--- config.mk ---
export PLATFORM = sky130hd
export DESIGN_NAME = elevator_scheduler
export DESIGN_NICKNAME = d
export VERILOG_FILES = /design/src/rtl/elevator_pkg.sv /design/src/rtl/elevator_req_search.sv /design/src/rtl/elevator_scheduler.sv
export SDC_FILE = /design/constraint.sdc
export NUM_CORES = 1
export LEC_CHECK = 0
export CORE_MARGIN = 2
export CORE_UTILIZATION = 37
export CTS_CLUSTER_SIZE = 8
export DETAILED_ROUTE_END_ITERATION = 8
export PLACE_DENSITY = 0.62
export SYNTH_ARGS = -nofsm -noshare
export SYNTH_HDL_FRONTEND = slang
export SYNTH_SLANG_ARGS = --single-unit
--- constraint.sdc ---
create_clock -name clk -period 4.79 [get_ports clk]
set_input_delay 1.437 -clock clk [delete_from_list [all_inputs] [get_ports clk]]
set_output_delay 1.437 -clock clk [all_outputs]
set_load 0.02 [all_outputs]
--- src/rtl/elevator_pkg.sv ---
// Shared types for the elevator scheduler: car state encodings and travel direction.
// Latency: n/a (types and constants only).
// Backpressure: n/a.
package elevator_pkg;

   // Encodings are visible on the sim_state output and consumed by the display side.
   typedef enum logic [1:0] {
      IDLE        = 2'b00,
      MOVING_UP   = 2'b01,
      MOVING_DOWN = 2'b10,
      DOOR_OPEN   = 2'b11
   } sim_state_t;

   typedef enum logic {
      DIR_UP   = 1'b0,
      DIR_DOWN = 1'b1
   } dir_t;

   localparam int MAX_FLOORS = 16;

endpackage

--- src/rtl/elevator_req_search.sv ---
// Pending-request search around a floor: any request above, any below, one here.
// Latency: purely combinational.
// Backpressure: none.
// Ports: pending (request bitmask), cur_floor (floor to search around) ->
//        any_above, any_below, here.
module elevator_req_search
   import elevator_pkg::*;
#(
   parameter int NUM_FLOORS = 16,
   parameter int FW         = $clog2(NUM_FLOORS)
) (
   input  logic [NUM_FLOORS-1:0] pending,
   input  logic [FW-1:0]         cur_floor,
   output logic                  any_above,
   output logic                  any_below,
   output logic                  here
);

   if (NUM_FLOORS < 2 || NUM_FLOORS > MAX_FLOORS) begin : g_bad_floors
      $error("elevator_req_search: NUM_FLOORS out of range");
   end

   always_comb begin
      any_above = 1'b0;
      any_below = 1'b0;
      for (int f = 0; f < NUM_FLOORS; f++) begin
         if (pending[f] && (f > int'(cur_floor))) any_above = 1'b1;
         if (pending[f] && (f < int'(cur_floor))) any_below = 1'b1;
      end
   end

   assign here = pending[cur_floor];

endmodule

--- src/rtl/elevator_scheduler.sv ---
// SCAN elevator controller: latches floor calls, steps the car one floor per travel interval, holds doors.
// Latency: a request is visible on destination one cycle after its pulse; motion/door timing advances on tick.
// Backpressure: none; requests are always accepted (OR-ed into the pending mask).
// Ports: clk, rst (sync active-high), tick (timing enable), req (call pulses) ->
//        destination (pending mask), sim_state, cur_floor, door_open.
// Optional: ELEVATOR_ESTOP_EN adds input estop, which freezes state, floor and counters while high.
module elevator_scheduler
   import elevator_pkg::*;
#(
   parameter int NUM_FLOORS   = 16,
   parameter int TRAVEL_TICKS = 4,
   parameter int DOOR_TICKS   = 6
) (
   input  logic                          clk,
   input  logic                          rst,
`ifdef ELEVATOR_ESTOP_EN
   input  logic                          estop,
`endif
   input  logic                          tick,
   input  logic [NUM_FLOORS-1:0]         req,
   output logic [NUM_FLOORS-1:0]         destination,
   output logic [1:0]                    sim_state,
   output logic [$clog2(NUM_FLOORS)-1:0] cur_floor,
   output logic                          door_open
);

   localparam int FW      = $clog2(NUM_FLOORS);
   localparam int CNT_MAX = (TRAVEL_TICKS > DOOR_TICKS) ? TRAVEL_TICKS : DOOR_TICKS;
   localparam int CW      = $clog2(CNT_MAX) + 1;

   sim_state_t            state_q, state_d;
   dir_t                  dir_q, dir_d;
   logic [FW-1:0]         floor_q, floor_d;
   logic [NUM_FLOORS-1:0] pend_q, pend_d;
   logic [CW-1:0]         travel_cnt_q, travel_cnt_d;
   logic [CW-1:0]         door_cnt_q, door_cnt_d;

   logic                  freeze;
   logic                  adv;
   logic                  moving;
   logic                  arrive;
   logic [FW-1:0]         search_floor;
   logic [NUM_FLOORS-1:0] search_onehot;
   logic [NUM_FLOORS-1:0] pend_all;
   logic                  any_above, any_below, here;

`ifdef ELEVATOR_ESTOP_EN
   assign freeze = estop;
`else
   assign freeze = 1'b0;
`endif

   assign adv    = tick & ~freeze;
   assign moving = (state_q == MOVING_UP) || (state_q == MOVING_DOWN);
   assign arrive = adv && moving && (travel_cnt_q == CW'(TRAVEL_TICKS - 1));

   // All decisions in a cycle concern a single floor: the floor being arrived at
   // on a terminal travel tick, otherwise the floor the car is on.
   always_comb begin
      search_floor = floor_q;
      if (arrive) begin
         search_floor = (state_q == MOVING_UP) ? floor_q + FW'(1) : floor_q - FW'(1);
      end
      search_onehot = NUM_FLOORS'(1) << search_floor;
   end

   // Same-cycle requests take part in decisions, so a call landing on the arrival
   // floor stops the car. Calls for the floor whose door is open are dropped.
   assign pend_all = (pend_q | req) & ~((state_q == DOOR_OPEN) ? search_onehot : '0);

   elevator_req_search #(
      .NUM_FLOORS (NUM_FLOORS),
      .FW         (FW)
   ) u_search (
      .pending   (pend_all),
      .cur_floor (search_floor),
      .any_above (any_above),
      .any_below (any_below),
      .here      (here)
   );

   always_comb begin
      state_d      = state_q;
      dir_d        = dir_q;
      floor_d      = floor_q;
      pend_d       = pend_all;
      travel_cnt_d = travel_cnt_q;
      door_cnt_d   = door_cnt_q;

      case (state_q)
         IDLE: begin
            if (!freeze) begin
               if (here) begin
                  state_d = DOOR_OPEN;
                  pend_d  = pend_all & ~search_onehot;
               end else if (any_above && any_below) begin
                  state_d = (dir_q == DIR_UP) ? MOVING_UP : MOVING_DOWN;
               end else if (any_above) begin
                  state_d = MOVING_UP;
                  dir_d   = DIR_UP;
               end else if (any_below) begin
                  state_d = MOVING_DOWN;
                  dir_d   = DIR_DOWN;
               end
            end
         end

         MOVING_UP, MOVING_DOWN: begin
            if (arrive) begin
               travel_cnt_d = '0;
               floor_d      = search_floor;
               if (here) begin
                  state_d = DOOR_OPEN;
                  pend_d  = pend_all & ~search_onehot;
               end else if ((state_q == MOVING_UP) ? any_above : any_below) begin
                  state_d = state_q;
               end else begin
                  state_d = IDLE;
               end
            end else if (adv) begin
               travel_cnt_d = travel_cnt_q + CW'(1);
            end
         end

         DOOR_OPEN: begin
            if (adv) begin
               if (door_cnt_q == CW'(DOOR_TICKS - 1)) begin
                  door_cnt_d = '0;
                  state_d    = IDLE;
               end else begin
                  door_cnt_d = door_cnt_q + CW'(1);
               end
            end
         end

         default: state_d = IDLE;
      endcase
   end

   always_ff @(posedge clk) begin
      if (rst) begin
         state_q      <= IDLE;
         dir_q        <= DIR_UP;
         floor_q      <= '0;
         pend_q       <= '0;
         travel_cnt_q <= '0;
         door_cnt_q   <= '0;
      end else begin
         state_q      <= state_d;
         dir_q        <= dir_d;
         floor_q      <= floor_d;
         pend_q       <= pend_d;
         travel_cnt_q <= travel_cnt_d;
         door_cnt_q   <= door_cnt_d;
      end
   end

   assign destination = pend_q;
   assign sim_state   = state_q;
   assign cur_floor   = floor_q;
   // Only DOOR_OPEN drives the door, so a frozen moving car always reports it closed.
   assign door_open   = (state_q == DOOR_OPEN);

endmodule

==> flow_metrics.py, run 1 <==
metrics = {
    "synth": {
        "synth_area_sq_um": 2670,
        "synth.net_count": 371,
        "synthSimpleGateAreaFrac_pct": 25.2,
        "synth_flop_cell": "dfxtp_1",
        "synth_fa_ha_area_share_pct": 4.03,
        "synth-edff-count": 0,
        "synth_top_cell_by_area": "dfxtp_1",
        "netlist_top_cells_area": "dfxtp_1 (23%), nor2_1 (6.6%), a21oi_1 (4.5%), a211oi_1 (4.2%), nand2_1 (3.5%)",
        "syn_inst": 344,
        "synth_top_family_by_area": "compound AO/OA/AOI/OAI gates",
        "synth_compound_area_share_pct": 35.1,
        "yosysUniqueCellTypes": 75,
        "seq_area_frac_synth_pct": 23.2,
        "syn_avg_cell_area_sq_um": 7.77,
        "synth_xor_area_share_pct": 3.89,
        "ys_async_sr_fraction_pct": 0,
        "synth_top_area_share_pct": 23.2,
        "synth.ff_latch_count": 31,
        "yosysWarnings": 0,
        "synthMuxAreaShare_pct": 3.61,
    },
    "critical_path": {
        "timing.critical_path.depth": 11,
        "slowest_delay_ns": 0.55,
        "cp_num_buf_inv": 2,
        "arrival_ns": 4.69,
        "crit_slowest_cell": "clkdlybuf4s50_1",
        "path_delay_family": "compound AO/OA/AOI/OAI gates",
        "crit_type": "input pin to flip-flop",
        "crit_fanout": 8,
        "crit_start": "tick",
        "r2r_start": "sim_state[0]$_SDFFE_PP0P_",
        "path_cells": "clkdlybuf4s50_1 > and4b_1 > nand2_2 > a311o_1 > a221o_1 > a32o_1 > nor4_4 > a21oi_1 > buf_4 > nor2_1 > a211oi_1",
        "end_kind": "flip-flop",
        "required_ns": 4.95,
        "cp-start-kind": "input pin",
        "r2r_cells": 13,
    },
    "final_layout": {
        "drive_above_1_share_pct": 15.9,
        "syn_to_final_growth_pct": 28.9,
        "register_area_sq_um": 621,
        "multi_input_area_sq_um": 1920,
        "antennaDiodeCount": 0,
        "nFillCells": 702,
        "nNetsFinal": 434,
    },
    "die": {
        "num_io_pins": 42,
        "fp.dieW_um": 89.0,
        "rows": 30,
        "coreArea_sq_um": 6910,
        "fp.dieH_um": 89.0,
        "start_util_pct": 38.7,
        "die_area_sq_um": 7920,
    },
    "timing": {
        "hold_violations": 0,
        "finalSetupTns_ns": 0,
        "fmax_ghz": 0.221,
        "timing.final.max_slew_violations": 0,
        "relSlewSlack_pct": 54.9,
        "post-route-period-util_pct": 94.6,
        "fin_crit_ns": 4.53,
        "whs_ns": 0.490,
        "rsz0062_at_grt": "false",
        "finalSetupViolations": 0,
        "worstMarginPinSlew_ns": 0.671,
        "clock_skew_ns": 0.00328,
    },
    "clock_tree": {
        "cts_tree": "done",
        "ctsResizeCount": 0,
        "cts.clk_slew.worst_paths_ns": 0.07,
        "clk_path_buf_depth": 2,
        "cts.sinks": 31,
        "clockRootBuffer": "clkbuf_8",
        "numCtsBuffers": 5,
        "insertion_delay_ns": 0.29,
        "ctsHoldBuffers": 0,
        "htree_levels": 2,
        "post_cts_buffers": 0,
    },
    "drt": {
        "num_vias": 2987,
        "routed_wl_um": 9160,
        "wl_per_cell_um": 18.2,
        "vias_per_cell": 5.93,
        "drc": 0,
        "ant_nets": 0,
        "drt_iter0_drc": 287,
        "dr.pass1.iters": 7,
    },
    "grt": {
        "first_global_vias": 2843,
        "grt_max_degree": 24,
        "grtUsageTotal_pct": 24.0,
        "overflow": 0,
        "antenna_found_initial": 0,
        "grt_pass1_wl_um": 14600,
    },
    "pwr": {
        "power_density_nw_per_um2": 394,
        "leakagePower_uw": 0.00132,
        "peakVddDrop_mv": 0.268,
        "design_power_total_uw": 1360,
    },
    "placed_design": {
        "portBuffers": 41,
        "dpl.hpwl_um": 7100,
        "place.gp.congestion": 1.03,
    },
    "min_path": {
        "hp-class": "flip-flop to flip-flop",
        "hold_depth": 2,
        "min_from": "travel_cnt_q[2]$_SDFFE_PP0P_",
    },
    "status": {
        "status": "complete, no violations",
    },
    "run": {
        "cap_violations": 0,
    },
}
cells in the final DEF, fill, tap and decap left out, types with 3 or more instances in the layout:
cell | synthesis | layout
a21oi_1 | 24 | 24
xnor2_1 | 6 | 6
nand3_1 | 10 | 10
or2_2 | 6 | 6
a221o_1 | 4 | 4
nor2_1 | 47 | 47
a22o_1 | 3 | 3
a31oi_1 | 4 | 4
nor3_1 | 15 | 15
xor2_1 | 4 | 4
clkdlybuf4s50_1 | 0 | 41
a22oi_1 | 3 | 3
clkbuf_8 | 0 | 7
o31ai_1 | 3 | 3
o21ai_0 | 16 | 16
o2bb2ai_1 | 5 | 5
o22ai_1 | 9 | 9
o221ai_1 | 3 | 3
a2bb2oi_1 | 4 | 4
o211ai_1 | 4 | 4
nand2_1 | 25 | 25
nand2b_1 | 3 | 3
inv_1 | 9 | 9
a21o_1 | 3 | 3
and3_1 | 5 | 5
dfxtp_1 | 31 | 31
ha_1 | 7 | 7
buf_4 | 1 | 31
a211oi_1 | 15 | 15
mux2i_1 | 4 | 4
worst paths after layout:
path,endpoint,slack [ns]
worst max register to register,sim_state[0]$_SDFFE_PP0P_,0.44
worst max-delay path,destination[3]$_SDFF_PP0_,0.26
worst min-delay path,travel_cnt_q[2]$_SDFFE_PP0P_,0.49
worst min register to register,travel_cnt_q[2]$_SDFFE_PP0P_,0.49
state kept, by name, indices dropped and copies added, names as in the netlist:
register	flops
door_cnt_q	4
travel_cnt_q	4
sim_state	2
cur_floor	4
dir_q	1
destination	16
through the flow:
stage | cells | setup slack [ns] | util, % | cell area (sq um)
finish | 504 | 0.260 | 49.9 | 3440
global placement | 496 | -0.0220 | 48.4 | 3340
floorplan | 344 | 0.786 | - | 2670
detailed placement | 496 | 0.0218 | 48.4 | 3340
global route | 504 | 0.0978 | 49.9 | 3440
CTS | 504 | 0.305 | 49.9 | 3440
logic make-up (layout without fill, tap and decap cells):
| group | Yosys count | in the layout |
|---|---|---|
| DFF | 31 | 31 |
| muxes | 8 | 8 |
| and+or+nand+nor | 131 | 131 |
| AOI/OAI and AO/OA | 128 | 128 |
| adders and majority gates | 8 | 8 |
| xor gates and xnor gates | 11 | 11 |
| buffers and inverters | 27 | 91 |
synthesized netlist by cell type, types with 3 or more instances:
| cell type | number |
|---|---|
| a221o_1 | 4 |
| nor2_1 | 47 |
| ha_1 | 7 |
| o221ai_1 | 3 |
| o22ai_1 | 9 |
| and3_1 | 5 |
| or2_2 | 6 |
| a21o_1 | 3 |
| xor2_1 | 4 |
| o21ai_0 | 16 |
| buf_2 | 3 |
| nand3_1 | 10 |
| a22oi_1 | 3 |
| xnor2_1 | 6 |
| dfxtp_1 | 31 |
| clkbuf_1 | 7 |
| buf_6 | 3 |
| nand2b_1 | 3 |
| nand2_1 | 25 |
| a21oi_1 | 24 |
| inv_1 | 9 |
| o2bb2ai_1 | 5 |
| a211oi_1 | 15 |
| mux2i_1 | 4 |
| a31oi_1 | 4 |
| o31ai_1 | 3 |
| a2bb2oi_1 | 4 |
| a22o_1 | 3 |
| nor3_1 | 15 |
| o211ai_1 | 4 |
power breakdown:
| group | internal [uW] | leakage [uW] | switching [uW] |
|---|---|---|---|
| clock | 131 | 0.0000515 | 103 |
| sequential | 312 | 0.000255 | 39.5 |
| combinational | 319 | 0.00101 | 454 |
tightest hold or removal path, stage by stage (launching register included):
cell and delay, ns:
dfxtp_1 0.33, nand2_1 0.06, a21oi_1 0.05
per-layer routing:
| layer | vias to the layer above | share of wire [%] | GRT usage, % |
|---|---|---|---|
| met5 | - | 0 | 0 |
| met4 | 0 | 2.1 | 7.06 |
| met3 | 24 | 8.4 | 4.71 |
| met2 | 161 | 45 | 37.1 |
| met1 | 1370 | 45 | 34.1 |
| li1 | 1432 | - | - |
cell type report:
| cell class | instances | share of cell area (%) |
|---|---|---|
| well taps | 96 | 3.49 |
| multi-input cells | 286 | 55.7 |
| clock buffers | 8 | 2.91 |
| repair buffers | 72 | 18.7 |
| inverters | 11 | 1.20 |
| flip-flops and latches | 31 | 18.0 |
Note: power is estimated with default switching activity, not from simulation.
==> inputs of run 2 (changes only) <==
--- a/config.mk
+++ b/config.mk
@@ -6,10 +6,10 @@
 export NUM_CORES = 1
 export LEC_CHECK = 0
 export CORE_MARGIN = 2
-export CORE_UTILIZATION = 37
+export CORE_UTILIZATION = 54
 export CTS_CLUSTER_SIZE = 8
 export DETAILED_ROUTE_END_ITERATION = 8
-export PLACE_DENSITY = 0.62
+export PLACE_DENSITY = 0.83
 export SYNTH_ARGS = -nofsm -noshare
 export SYNTH_HDL_FRONTEND = slang
 export SYNTH_SLANG_ARGS = --single-unit
==> run 2 against run 1 <==
  * Via count up 2.6%
  * Die area decreased by 30%
  * Critical path depth is the same
  * Sequential share of layout area shrank 0.072 points
  * Cell count decreased by 4.8%
  * Largest power group unchanged
  * Largest cell class unchanged
  * First-iteration DRC count is 16% higher
  * Power rose by 0.76%
  * Global-route usage increased by 9.8 points
  * Clock-buffer cell count unchanged
  * Highest routed layer unchanged
  * Utilization increased by 23 points
  * Critical path type unchanged
  * Worst setup slack worse by 0.028 ns
  * Sequential power is essentially flat
==> flow_metrics.py, run 2 (synthesis gave the netlist of run 1 again) <==
metrics = {
    "run": {
        "cap_violations": 0,
    },
    "die": {
        "num_io_pins": 42,
        "fp.dieH_um": 74.3,
        "die_area_sq_um": 5530,
        "coreArea_sq_um": 4750,
        "start_util_pct": 56.2,
        "rows": 25,
        "fp.dieW_um": 74.3,
    },
    "clock_tree": {
        "numCtsBuffers": 5,
        "post_cts_buffers": 0,
        "clk_path_buf_depth": 2,
        "cts.sinks": 31,
        "ctsResizeCount": 0,
        "cts_tree": "done",
        "clockRootBuffer": "clkbuf_8",
        "cts.clk_slew.worst_paths_ns": 0.07,
        "htree_levels": 2,
        "ctsHoldBuffers": 0,
        "insertion_delay_ns": 0.29,
    },
    "timing": {
        "fin_crit_ns": 4.56,
        "finalSetupViolations": 0,
        "layout_setup_ws_ns": 0.232,
        "clock_skew_ns": 0.00648,
        "timing.final.max_slew_violations": 0,
        "fmax_ghz": 0.219,
        "relSlewSlack_pct": 46.7,
        "rsz0062_at_grt": "false",
        "post-route-period-util_pct": 95.2,
        "hold_violations": 0,
        "worstMarginPinSlew_ns": 0.799,
        "finalSetupTns_ns": 0,
    },
    "final_layout": {
        "final_common_cell": "nor2_1",
        "largest_reg_flops": 16,
        "mostFrequentLayoutCells": "nor2_1 (47), clkdlybuf4s50_1 (41), buf_4 (35)",
        "final_cell_area_sq_um": 3460,
        "antennaDiodeCount": 0,
        "syn_to_final_growth_pct": 29.5,
        "drive_above_1_share_pct": 16.9,
        "nNetsFinal": 439,
        "final_core_utilization_pct": 72.7,
        "nFillCells": 419,
    },
    "status": {
        "status": "complete, no violations",
    },
    "critical_path": {
        "end_kind": "flip-flop",
        "r2r_start": "sim_state[0]$_SDFFE_PP0P_",
        "path_delay_family": "simple AND/OR/NAND/NOR gates",
        "arrival_ns": 4.73,
        "reg2reg_slack_ns": 0.36,
        "crit_start": "tick",
        "crit_slowest_cell": "clkdlybuf4s50_1",
        "path_cells": "clkdlybuf4s50_1 > nand4b_4 > nor2_4 > nand3_1 > o21ai_0 > a2111oi_0 > or4_1 > nor3_1 > mux2_2 > o311a_1 > mux2_1",
        "crit_fanout": 7,
        "slowest_delay_ns": 0.56,
        "required_ns": 4.96,
        "cp_num_buf_inv": 1,
        "crit_type": "input pin to flip-flop",
        "cp-start-kind": "input pin",
    },
    "grt": {
        "grt_max_degree": 24,
        "first_global_vias": 2797,
        "antenna_found_initial": 0,
        "grtUsageTotal_pct": 33.8,
        "overflow": 0,
        "grt_pass1_wl_um": 14100,
    },
    "drt": {
        "drt_iter0_drc": 333,
        "vias_per_cell": 6.38,
        "dr.pass1.iters": 5,
        "num_vias": 3064,
        "drc": 0,
        "routed_wl_um": 8920,
        "wl_per_cell_um": 18.6,
        "ant_nets": 0,
    },
    "pwr": {
        "leakagePower_uw": 0.00134,
        "peakVddDrop_mv": 0.378,
        "design_power_total_uw": 1370,
        "power_density_nw_per_um2": 396,
    },
    "placed_design": {
        "preCtsSetupSlack_ns": -0.00565,
        "place.gp.congestion": 1.01,
        "placed_area_sq_um": 3360,
        "portBuffers": 41,
        "dpl.hpwl_um": 6980,
    },
    "min_path": {
        "hp-class": "flip-flop to flip-flop",
        "min_from": "travel_cnt_q[1]$_SDFFE_PP0P_",
    },
}
-- run 2: changes by cell type in the layout (fill, tap and decap cells not counted) --
cell,previous run,this run
buf_4,31,35
buf_12,0,1
-- run 2: per-stage QoR --
| stage | hold slack (ns) | instances |
|---|---|---|
| floorplan | 0.454 | 344 |
| global placement | 0.460 | 472 |
| detailed placement | 0.481 | 472 |
| CTS | 0.494 | 480 |
| global route | 0.516 | 480 |
| finish | 0.491 | 480 |
-- run 2: power breakdown --
group	internal, uW	switching (uW)	total (uW)	leakage, uW
clock	131	99.4	230	0.0000515
combinational	327	458	785	0.00104
sequential	312	41.4	353	0.000255
-- run 2: path summary, 6_finish.rpt --
check | endpoint | cells past startpoint
max | sim_state[0]$_SDFFE_PP0P_ | 11
min | travel_cnt_q[1]$_SDFFE_PP0P_ | 2
max reg2reg | sim_state[0]$_SDFFE_PP0P_ | 13
min reg2reg | travel_cnt_q[1]$_SDFFE_PP0P_ | 2
-- run 2: layout make-up --
type                            instances  area (sq um)  share of cell area [%]
Clock buffer                            8           100                    2.89
Tap cell                               67          83.8                    2.42
Sequential cell                        31           621                    17.9
Multi-Input combinational cell        286          1920                    55.5
Timing Repair Buffer                   77           693                    20.0
Inverter                               11          41.3                    1.19
-- run 2: layer usage --
layer	up-vias	part of all wire, %	global-route usage (%)
li1	1448	-	-
met1	1404	42	46.2
met2	186	45	51.8
met3	26	11	9.08
met4	0	2.1	11.9
met5	-	0	0
-- run 2: worst register-to-register path, stage by stage (launching register included) --
cell,delay (ns)
dfxtp_1,0.40
ha_1,0.39
inv_1,0.25
ha_1,0.42
a21oi_1,0.35
nand2_1,0.18
xnor2_1,0.17
o21ai_0,0.46
a2111oi_0,0.19
or4_1,0.55
nor3_1,0.25
mux2_2,0.21
o311a_1,0.17
mux2_1,0.33
==> inputs of run 3 (changes only) <==
--- a/config.mk
+++ b/config.mk
@@ -7,6 +7,7 @@
 export LEC_CHECK = 0
 export CORE_MARGIN = 2
 export CORE_UTILIZATION = 54
+export CTS_CLUSTER_DIAMETER = 100
 export CTS_CLUSTER_SIZE = 8
 export DETAILED_ROUTE_END_ITERATION = 8
 export PLACE_DENSITY = 0.83
==> results of run 3 <==
No change in the layout: final DEF, timing and power equal those of run 2.
